**config.mk**
```make
export PLATFORM = sky130hd
export DESIGN_NAME = snake_engine
export DESIGN_NICKNAME = d
export VERILOG_FILES = /design/src/rtl/snake_engine.sv
export SDC_FILE = /design/constraint.sdc
export NUM_CORES = 1
export LEC_CHECK = 0
export BUFFER_PORTS_ARGS = -buffer_cell sky130_fd_sc_hd__buf_2
export CORE_MARGIN = 2
export CORE_UTILIZATION = 25
export DETAILED_ROUTE_END_ITERATION = 8
export SLEW_MARGIN = 20
export SYNTH_ARGS = -nofsm -noshare
export SYNTH_HDL_FRONTEND = slang
export SYNTH_SLANG_ARGS = --single-unit
```
**constraint.sdc**
```tcl
create_clock -name clk -period 11.78 [get_ports clk]
set_input_delay 1.178 -clock clk [delete_from_list [all_inputs] [get_ports clk]]
set_output_delay 1.178 -clock clk [all_outputs]
set_load 0.02 [all_outputs]
```
**src/rtl/snake_engine.sv**
```systemverilog
// snake_engine
//   Snake body and motion engine. Holds the segment list in a shift buffer,
//   advances the snake once every MOVE_DIV clocks while the game runs, and
//   reports edge and self collisions back to the game-state FSM. It also
//   answers per-cell occupancy queries from the renderer.
//
//   game_state | meaning
//   -----------+--------------------------------------------------------
//   00         | RUNNING: count, sample buttons, move on terminal count
//   01, 11     | DIE: everything frozen, grow may still be latched
//   10         | INITIAL: layout reloaded every cycle, flags cleared
//
// Ports
//   clk, rst_n            clock, asynchronous active-low reset
//   game_state [1:0]      mode from the game FSM (table above)
//   up/down/left/right    level direction buttons (priority in that order)
//   grow                  one-cycle pulse, food eaten
//   query_x, query_y      renderer cell under test
//   query_body            cell holds any live segment (combinational)
//   query_head            cell holds segment 0 (combinational)
//   head_x, head_y        segment 0 coordinates
//   length                live segment count
//   move_tick             one-cycle pulse after every move evaluation
//   hit_boundary          sticky: last evaluated move left the grid
//   hit_self              sticky: last evaluated move ran into the body
module snake_engine #(
   parameter int GRID_W   = 40,
   parameter int GRID_H   = 30,
   parameter int X_W      = 6,
   parameter int Y_W      = 5,
   parameter int MAX_LEN  = 16,
   parameter int LEN_W    = 5,
   parameter int INIT_LEN = 3,
   parameter int MOVE_DIV = 12_500_000
) (
   input  logic             clk,
   input  logic             rst_n,
   input  logic [1:0]       game_state,
   input  logic             up,
   input  logic             down,
   input  logic             left,
   input  logic             right,
   input  logic             grow,
   input  logic [X_W-1:0]   query_x,
   input  logic [Y_W-1:0]   query_y,
   output logic             query_body,
   output logic             query_head,
   output logic [X_W-1:0]   head_x,
   output logic [Y_W-1:0]   head_y,
   output logic [LEN_W-1:0] length,
   output logic             move_tick,
   output logic             hit_boundary,
   output logic             hit_self
);

   localparam int              CNT_W    = (MOVE_DIV > 1) ? $clog2(MOVE_DIV) : 1;
   localparam logic [CNT_W-1:0] CNT_LAST = CNT_W'(MOVE_DIV - 1);
   localparam logic [LEN_W-1:0] LEN_MAX  = LEN_W'(MAX_LEN);
   localparam logic [LEN_W-1:0] LEN_INIT = LEN_W'(INIT_LEN);
   localparam logic [X_W-1:0]   X_LAST   = X_W'(GRID_W - 1);
   localparam logic [Y_W-1:0]   Y_LAST   = Y_W'(GRID_H - 1);
   localparam logic [Y_W-1:0]   Y_START  = Y_W'(GRID_H / 2);

   localparam logic [1:0] GS_RUNNING = 2'b00;
   localparam logic [1:0] GS_INITIAL = 2'b10;

   // Opposite directions differ only in bit 0.
   typedef enum logic [1:0] {
      DIR_RIGHT = 2'd0,
      DIR_LEFT  = 2'd1,
      DIR_UP    = 2'd2,
      DIR_DOWN  = 2'd3
   } dir_t;

   logic [X_W-1:0]   seg_x [MAX_LEN];
   logic [Y_W-1:0]   seg_y [MAX_LEN];
   logic [CNT_W-1:0] move_cnt;
   dir_t             dir;
   dir_t             pending_dir;
   logic             grow_pending;

   logic             is_initial;
   logic             is_running;
   dir_t             base_dir;
   dir_t             req_dir;
   logic             req_valid;
   logic [X_W-1:0]   nxt_x;
   logic [Y_W-1:0]   nxt_y;
   logic             edge_hit;
   logic             body_hit;
   logic             move_now;

   function automatic logic [X_W-1:0] init_x(input int i);
      return (i < INIT_LEN) ? X_W'(GRID_W / 2 - i) : '0;
   endfunction

   function automatic logic [Y_W-1:0] init_y(input int i);
      return (i < INIT_LEN) ? Y_START : '0;
   endfunction

   assign is_initial = (game_state == GS_INITIAL);
   assign is_running = (game_state == GS_RUNNING);

   // In INITIAL the committed direction is being forced to RIGHT this very
   // cycle, so requests are judged against that instead of the stale value.
   assign base_dir = is_initial ? DIR_RIGHT : dir;

   always_comb begin
      req_dir   = DIR_RIGHT;
      req_valid = 1'b1;
      if (up)         req_dir = DIR_UP;
      else if (down)  req_dir = DIR_DOWN;
      else if (left)  req_dir = DIR_LEFT;
      else if (right) req_dir = DIR_RIGHT;
      else            req_valid = 1'b0;
      if (req_dir == dir_t'(base_dir ^ 2'b01))
         req_valid = 1'b0;
   end

   always_comb begin
      nxt_x    = seg_x[0];
      nxt_y    = seg_y[0];
      edge_hit = 1'b0;
      case (pending_dir)
         DIR_RIGHT: begin
            edge_hit = (seg_x[0] == X_LAST);
            nxt_x    = seg_x[0] + 1'b1;
         end
         DIR_LEFT: begin
            edge_hit = (seg_x[0] == '0);
            nxt_x    = seg_x[0] - 1'b1;
         end
         DIR_UP: begin
            edge_hit = (seg_y[0] == '0);
            nxt_y    = seg_y[0] - 1'b1;
         end
         default: begin
            edge_hit = (seg_y[0] == Y_LAST);
            nxt_y    = seg_y[0] + 1'b1;
         end
      endcase
   end

   // Without a pending grow the tail moves out of its cell on this same
   // move, so stepping into it is legal.
   always_comb begin
      body_hit = 1'b0;
      for (int i = 0; i < MAX_LEN; i++) begin
         if ((LEN_W'(i) < length) &&
             !(!grow_pending && (LEN_W'(i) == length - 1'b1)) &&
             (seg_x[i] == nxt_x) && (seg_y[i] == nxt_y))
            body_hit = 1'b1;
      end
   end

   always_comb begin
      query_body = 1'b0;
      for (int i = 0; i < MAX_LEN; i++) begin
         if ((LEN_W'(i) < length) && (seg_x[i] == query_x) && (seg_y[i] == query_y))
            query_body = 1'b1;
      end
   end

   assign query_head = (seg_x[0] == query_x) && (seg_y[0] == query_y);
   assign head_x     = seg_x[0];
   assign head_y     = seg_y[0];

   assign move_now = is_running && !hit_boundary && !hit_self && (move_cnt == CNT_LAST);

   always_ff @(posedge clk or negedge rst_n) begin
      if (!rst_n) begin
         for (int i = 0; i < MAX_LEN; i++) begin
            seg_x[i] <= init_x(i);
            seg_y[i] <= init_y(i);
         end
         length       <= LEN_INIT;
         dir          <= DIR_RIGHT;
         pending_dir  <= DIR_RIGHT;
         move_cnt     <= '0;
         grow_pending <= 1'b0;
         move_tick    <= 1'b0;
         hit_boundary <= 1'b0;
         hit_self     <= 1'b0;
      end else if (is_initial) begin
         for (int i = 0; i < MAX_LEN; i++) begin
            seg_x[i] <= init_x(i);
            seg_y[i] <= init_y(i);
         end
         length       <= LEN_INIT;
         dir          <= DIR_RIGHT;
         pending_dir  <= req_valid ? req_dir : DIR_RIGHT;
         move_cnt     <= '0;
         grow_pending <= 1'b0;
         move_tick    <= 1'b0;
         hit_boundary <= 1'b0;
         hit_self     <= 1'b0;
      end else begin
         move_tick <= 1'b0;
         if (grow)
            grow_pending <= 1'b1;
         if (is_running && req_valid)
            pending_dir <= req_dir;

         if (is_running && !hit_boundary && !hit_self) begin
            if (move_now) begin
               move_cnt  <= '0;
               move_tick <= 1'b1;
               dir       <= pending_dir;
               if (edge_hit) begin
                  hit_boundary <= 1'b1;
               end else if (body_hit) begin
                  hit_self <= 1'b1;
               end else begin
                  for (int i = MAX_LEN - 1; i > 0; i--) begin
                     seg_x[i] <= seg_x[i-1];
                     seg_y[i] <= seg_y[i-1];
                  end
                  seg_x[0] <= nxt_x;
                  seg_y[0] <= nxt_y;
                  if (grow_pending) begin
                     if (length != LEN_MAX)
                        length <= length + 1'b1;
                     // A grow arriving in this cycle is new food; keep it.
                     grow_pending <= grow;
                  end
               end
            end else begin
               move_cnt <= move_cnt + 1'b1;
            end
         end
      end
   end

endmodule

```
# After elaboration in Yosys (flattened, before gate mapping)
# Cells that the tools add are included.
word_totals:
  regBits: 213
op_classes:
  magnitude_cmp: 16
  muxes: 89
  eq_ne: 89
  bitwise_logic: 1
  reduce_logical: 138
  add_sub_neg: 7
op_table:
  columns: ["operator", "count"]
  rows:
  - ["two-way mux 96 bit", 5]
  - ["two-way mux 80 bit", 5]
  - ["equality test 6 bit", 32]
  - ["equality test 5 bit", 32]
  - ["logical AND 1 bit", 101]
  - ["two-way mux 24 bit", 3]
  - ["two-way mux 1 bit", 57]
  - ["equality test 4 x 5 -> 1 bit, first input constant", 8]
  - ["less-than comparator 4 x 5 -> 1 bit, first input constant", 8]
  - ["two-way mux 5 bit", 7]
  - ["adder 24 x 1 -> 24 bit, second input constant", 1]
  - ["equality test 24 bit, second input constant", 1]
  - ["equality test 3 x 5 -> 1 bit, first input constant", 4]
  - ["less-than comparator 3 x 5 -> 1 bit, first input constant", 4]
  - ["zero test 1 bit", 19]
  - ["two-way mux 2 bit", 9]
  - ["nonzero test 2 bit", 7]
  - ["case mux 6 bit (2 select lines)", 1]
  - ["adder 5 x 1 -> 5 bit, second input constant", 2]
  - ["equality test 2 x 5 -> 1 bit, first input constant", 2]
  - ["zero test 5 bit", 2]
  - ["less-than comparator 1 x 5 -> 1 bit, first input constant", 2]
  - ["less-than comparator 2 x 5 -> 1 bit, first input constant", 2]
  - ["case mux 5 bit (2 select lines)", 1]
  - ["other kinds (20)", 25]

# Depth between registers and ports, before layout
depth:
  ltp_word: 28
  ltp_mapped: 25

# Worst setup path before layout
# Ideal clock, no wire load.
synth_timing:
  path_type: "reg2reg"
  from: "register pending_dir[1]"
  to: "register seg_x, in the netlist head_x[5]"
  period_less_slack_ns: 5.039
  setup_slack_ns: 6.741
  t_arrival_ns: 4.892
  stages_incl_launch_ff: 25
  setup_ns: 0.147
  cell_sequence: "dfrtp_1 > buf_2 > buf_4 > buf_4 > buf_2 > buf_2 > buf_1 > nor2_1 > xnor2_1 > ha_1 > nor4_1 > a32o_1 > buf_2 > xnor2_1 > xnor2_1 > nor4_1 > a221o_1 > or4_4 > a211oi_4 > and2_1 > buf_4 > buf_6 > buf_6 > buf_12 > o31ai_4"
synth_via:
  elab_chain_len: 23
  word_cells_on_any_way: 95
synth_lines:
  columns: ["element", "line", "rtl"]
  rows:
  - ["start, declared", "79", "dir_t pending_dir;"]
  - ["start signal, assigned", "191", "pending_dir <= req_valid ? req_dir : DIR_RIGHT;"]
  - ["start signal, assigned", "202", "pending_dir <= req_dir;"]
  - ["equality test 2 x 1 -> 1 bit or zero test 2 bit (tied branches)", "124", "case (pending_dir)"]
  - ["OR reduction 2 bit (no source line) or case mux 6 bit (2 select lines) (tied branches)", null, null]
  - ["case mux 5 bit (2 select lines) or equality test 6 bit (tied branches)", "124, 151", null]
  - ["equality test 5 bit or logical AND 1 bit (tied branches)", "151, 150", null]
  - ["logical AND 1 bit", "151", "(seg_x[i] == nxt_x) && (seg_y[i] == nxt_y))"]
  - ["two-way mux 1 bit (16 in series)", "149", "if ((LEN_W'(i) < length) &&"]
  - ["!= test 2 bit (no source line)", null, null]
  - ["AND reduction 4 bit (no source line)", null, null]
  - ["end signal, assigned by index", "173", "seg_x[i] <= init_x(i);"]
  - ["end signal, assigned by index", "186", "seg_x[i] <= init_x(i);"]
  - ["end signal, assigned by index", "215", "seg_x[i] <= seg_x[i-1];"]
  - ["end, declared", "75", "logic [X_W-1:0] seg_x [MAX_LEN];"]
# Parallel ways exist; a longest one is shown, timed or not. The select of a mux whose other input is x is not followed.
# A chain may end at the register's enable or synchronous reset.

# Final worst setup path
layout_timing:
  from: "register pending_dir[1]"
  to: "register seg_y[26] (netlist bit)"
layout_via:
  elab_chain_len: 23
  word_cells_on_any_way: 90
layout_lines:
  columns: ["element", "line", "rtl"]
  rows:
  - ["equality test 2 x 1 -> 1 bit or zero test 2 bit (tied branches)", "124", null]
  - ["OR reduction 2 bit (no source line) or case mux 6 bit (2 select lines) (tied branches)", null, null]
  - ["case mux 5 bit (2 select lines) or equality test 6 bit (tied branches)", "124, 151", null]
  - ["equality test 5 bit or logical AND 1 bit (tied branches)", "151, 150", null]
  - ["logical AND 1 bit", "151", null]
  - ["two-way mux 1 bit (16 in series)", "149", null]
  - ["!= test 2 bit (no source line)", null, null]
  - ["AND reduction 4 bit (no source line) *", null, null]
  - ["end signal, assigned by index", "174", "seg_y[i] <= init_y(i);"]
  - ["end signal, assigned by index", "187", "seg_y[i] <= init_y(i);"]
  - ["end signal, assigned by index", "216", "seg_y[i] <= seg_y[i-1];"]
  - ["end, declared", "76", "logic [Y_W-1:0] seg_y [MAX_LEN];"]
# Mark *: on every way between the ends. The rest lies on a longest branch, timed or not.

==> impl_metrics.csv <==
group,metric,value,unit
sta,slew-limit-headroom,0.269,
logic_synthesis,synth_cell_types,96,
sta,layout_min_cycle_time,6970,ps
clocking,cts.hold.buffers_added,0,
clocking,clock_tree.root_cell,"clkbuf_16",
logic_synthesis,post_synth_inst_count,1885,
pwr,p_per_area,106,nW/um2
sta,final.period_utilization,0.592,
worst_setup_path,worstSetupStartpointType,"flop",
detailed_routing,avgRoutedWirePerCell,22.3,um
logic_synthesis,netlist_area,15900,um2
cells_and_area,layout-area-overhead-vs-synth,10.1,%
floorplanning,fp-row-count,92,
detailed_routing,drt.antenna.violating_nets,0,
logic_synthesis,synth_fp_nets,1918,
detailed_routing,drt-total-wl,59600,um
sta,slew_violations,0,
pwr,leakagePower,6.61,nW
place,place.gp.congestion,0.968,
clocking,clock_insertion_delay_worst_skew,590,ps
global_routing,gr-total-overflow,0,
global_routing,grt_first_pass_wirelength,89600,um
clocking,cts_tree,"built",
run,timing.max_cap.violations,0,
clocking,clk_pin_slew,70,ps
sta,tns,0,ps
logic_synthesis,ys_seq_area_frac,0.337,
logic_synthesis,synth_async_sr_flop_share,1.00,
status,status,"finished, final reports clean",
worst_setup_path,crit_arrival,7390,ps
floorplanning,floorplan.die_area,65600,um2
clocking,clock_path_buffers,3,
cells_and_area,commonest_cells_after_routing_fill_and_taps_aside,"nand2_1 (361), xnor2_1 (203), o21ai_0 (198)",
floorplanning,top_level_ports,41,
min_path,worstHoldPathType,"reg2reg",
logic_synthesis,post_synth.cell_area_avg,8.43,um2
floorplanning,die_height,256,um
logic_synthesis,synth.top_cell.area_share,0.302,
global_routing,maximum_number_of_pins_on_one_net_before_global_route_repair,112,
place,place_hpwl,42100,um
floorplanning,die_x,256,um
global_routing,grtUsageTotal,0.178,
detailed_routing,routed-wl-met3,4890,um
detailed_routing,detail_route.first_pass.iterations,5,
worst_setup_path,worstPathRequired,12200,ps
place,io_buffer_count,40,
worst_setup_path,critical_path.endpoint_type,"flop",
sta,final.setup_skew,58.1,ps
detailed_routing,detailroute.via_count,14035,
floorplanning,floorplan.core_area,63000,um2
cells_and_area,drive_above_1_share,0.0983,
cells_and_area,antenna-diode-count,0,
clocking,cts_inserted_buffers,26,
cells_and_area,fin_nets,1844,
logic_synthesis,synth_enable_flop_cells,0,
worst_setup_path,criticalPathCategory,"reg2reg",
worst_setup_path,crit_path_max_fanout,108,
logic_synthesis,synthesis.yosys.warnings,0,
detailed_routing,wl_met1,25200,um
cells_and_area,postLayoutCoreUtil,0.278,
detailed_routing,drt-initial-drc-count,1707,
logic_synthesis,top_flip_flop_cell_by_instance_count_after_synthesis,"dfrtp_1",
floorplanning,floorplan.initialDensity,0.252,
logic_synthesis,netlist.top_cell.by_area,"dfrtp_1",
detailed_routing,wl_met2,26900,um
sta,final_setup_viols,0,
sta,final.hold.worst_slack,512,ps
global_routing,grt_pass1_vias,13660,
cells_and_area,most_common_library_cell_in_the_layout_ignoring_fill_and_taps,"nand2_1",
clocking,htree_levels,1,
sta,worstMarginPinSlew,1090,ps
global_routing,antenna_found_initial,0,
clocking,post-cts-setup-buffer-count,0,
clocking,clock-sinks,213,
sta,maximum_clock_rate,143,MHz
sta,setup_repair_after_global_routing_missed_its_margin,"false",
logic_synthesis,synth_top_cells_by_area,"dfrtp_1 (30%), xnor2_1 (11%), nand2_1 (8.5%)",
pwr,irDropWorstVdd,0.105,mV
detailed_routing,top_signal_layer_used,"met4",
cells_and_area,final.fill_count,6667,
sta,hold_fails_final_rpt,0,
clocking,cts_resized,0,
detailed_routing,drc,0,
logic_synthesis,synth_seq_cells,213,
detailed_routing,number_of_vias_per_cell_after_detailed_routing,5.24,
-- per-stage QoR --
step                power (W)  setup WS (ps)  std cells  area (um2)
floorplan            0.000922           6740       1885       15900
global route          0.00192           4250       2677       17500
finish                0.00186           4810       2677       17500
detailed placement    0.00100           4620       2629       16600
global placement     0.000999           4900       2629       16600
CTS                   0.00187           4590       2677       17500
-- layout make-up --
cell class / count / area, um2 / share of cell area
clock inverters: 12 / 158 / 0.00901
repair buffers: 59 / 360 / 0.0206
flip-flops and latches: 213 / 5360 / 0.306
well taps: 846 / 1060 / 0.0605
inverters: 24 / 90.1 / 0.00515
clock buffers: 36 / 748 / 0.0428
multi-input cells: 1487 / 9730 / 0.556
-- cells by family after synthesis --
kind of cell	count (synthesis)	share of synthesized area
AO/OA/AOI/OAI	381	0.163
buffers and inverters	185	0.0524
XOR/XNOR	359	0.207
AND/OR/NAND/NOR	717	0.213
adder cells (fa/ha/maj)	13	0.0107
flip-flops	213	0.337
multiplexers	17	0.0173
-- final timing paths --
check                                                start               endpoint  slack, ps  cells after the start
worst min-delay path                 seg_x[85]$_DFFE_PN1P_  seg_x[79]$_DFFE_PN1P_        510                      2
worst max-delay path            pending_dir[1]$_DFFE_PN0P_  seg_y[26]$_DFFE_PN0P_       4810                     15
min in group asynchronous                            rst_n  seg_y[18]$_DFFE_PN0P_        630                      1
worst max register to register  pending_dir[1]$_DFFE_PN0P_  seg_y[26]$_DFFE_PN0P_       4810                     15
max in group asynchronous                            rst_n  seg_y[48]$_DFFE_PN0P_       8970                      3
worst min register to register       seg_x[85]$_DFFE_PN1P_  seg_x[79]$_DFFE_PN1P_        510                      2
-- cells in the mapped netlist (all sizes together) (36+ instances only) --
library cell	count
nand4	42
nor2	85
xor2	145
o21ai	203
dfrtp	192
nor4	42
buf	68
clkbuf	93
nand3	49
xnor2	204
a21oi	36
nand2	361
-- registers in the layout, summed over array words and instances, names as in the netlist --
name          count
seg_x            90
seg_y            75
move_cnt         24
head_x            6
head_y            5
length            5
dir               2
pending_dir       2
grow_pending      1
hit_boundary      1
hit_self          1
move_tick         1
-- per-layer routing --
| metal | track usage | vias up |
|---|---|---|
| met3 | 0.0271 | 126 |
| met4 | 0.0713 | 0 |
| met1 | 0.243 | 6936 |
| met2 | 0.280 | 633 |
| li1 | - | 6340 |
| met5 | 0 | - |
-- report_power, final --
part / total (W) / internal, W / switching [W] / leakage (nW)
Combinational: 0.000253 / 0.0000818 / 0.000171 / 3.27
Sequential: 0.000741 / 0.000735 / 0.00000634 / 2.89
Clock: 0.000865 / 0.000512 / 0.000354 / 0.450
-- critical path, stage by stage (launching register included) --
cell	delay, ps
dfrtp_2	340
buf_4	590
inv_1	600
nor2_1	410
ha_1	360
or3b_1	440
a31oi_2	390
nor2_2	260
xnor2_1	330
nor4_1	130
and2_1	220
a221o_1	360
a2111oi_2	680
and2_4	650
buf_6	620
o21ai_0	230
No activity file was read; power rests on OpenSTA's default activity.
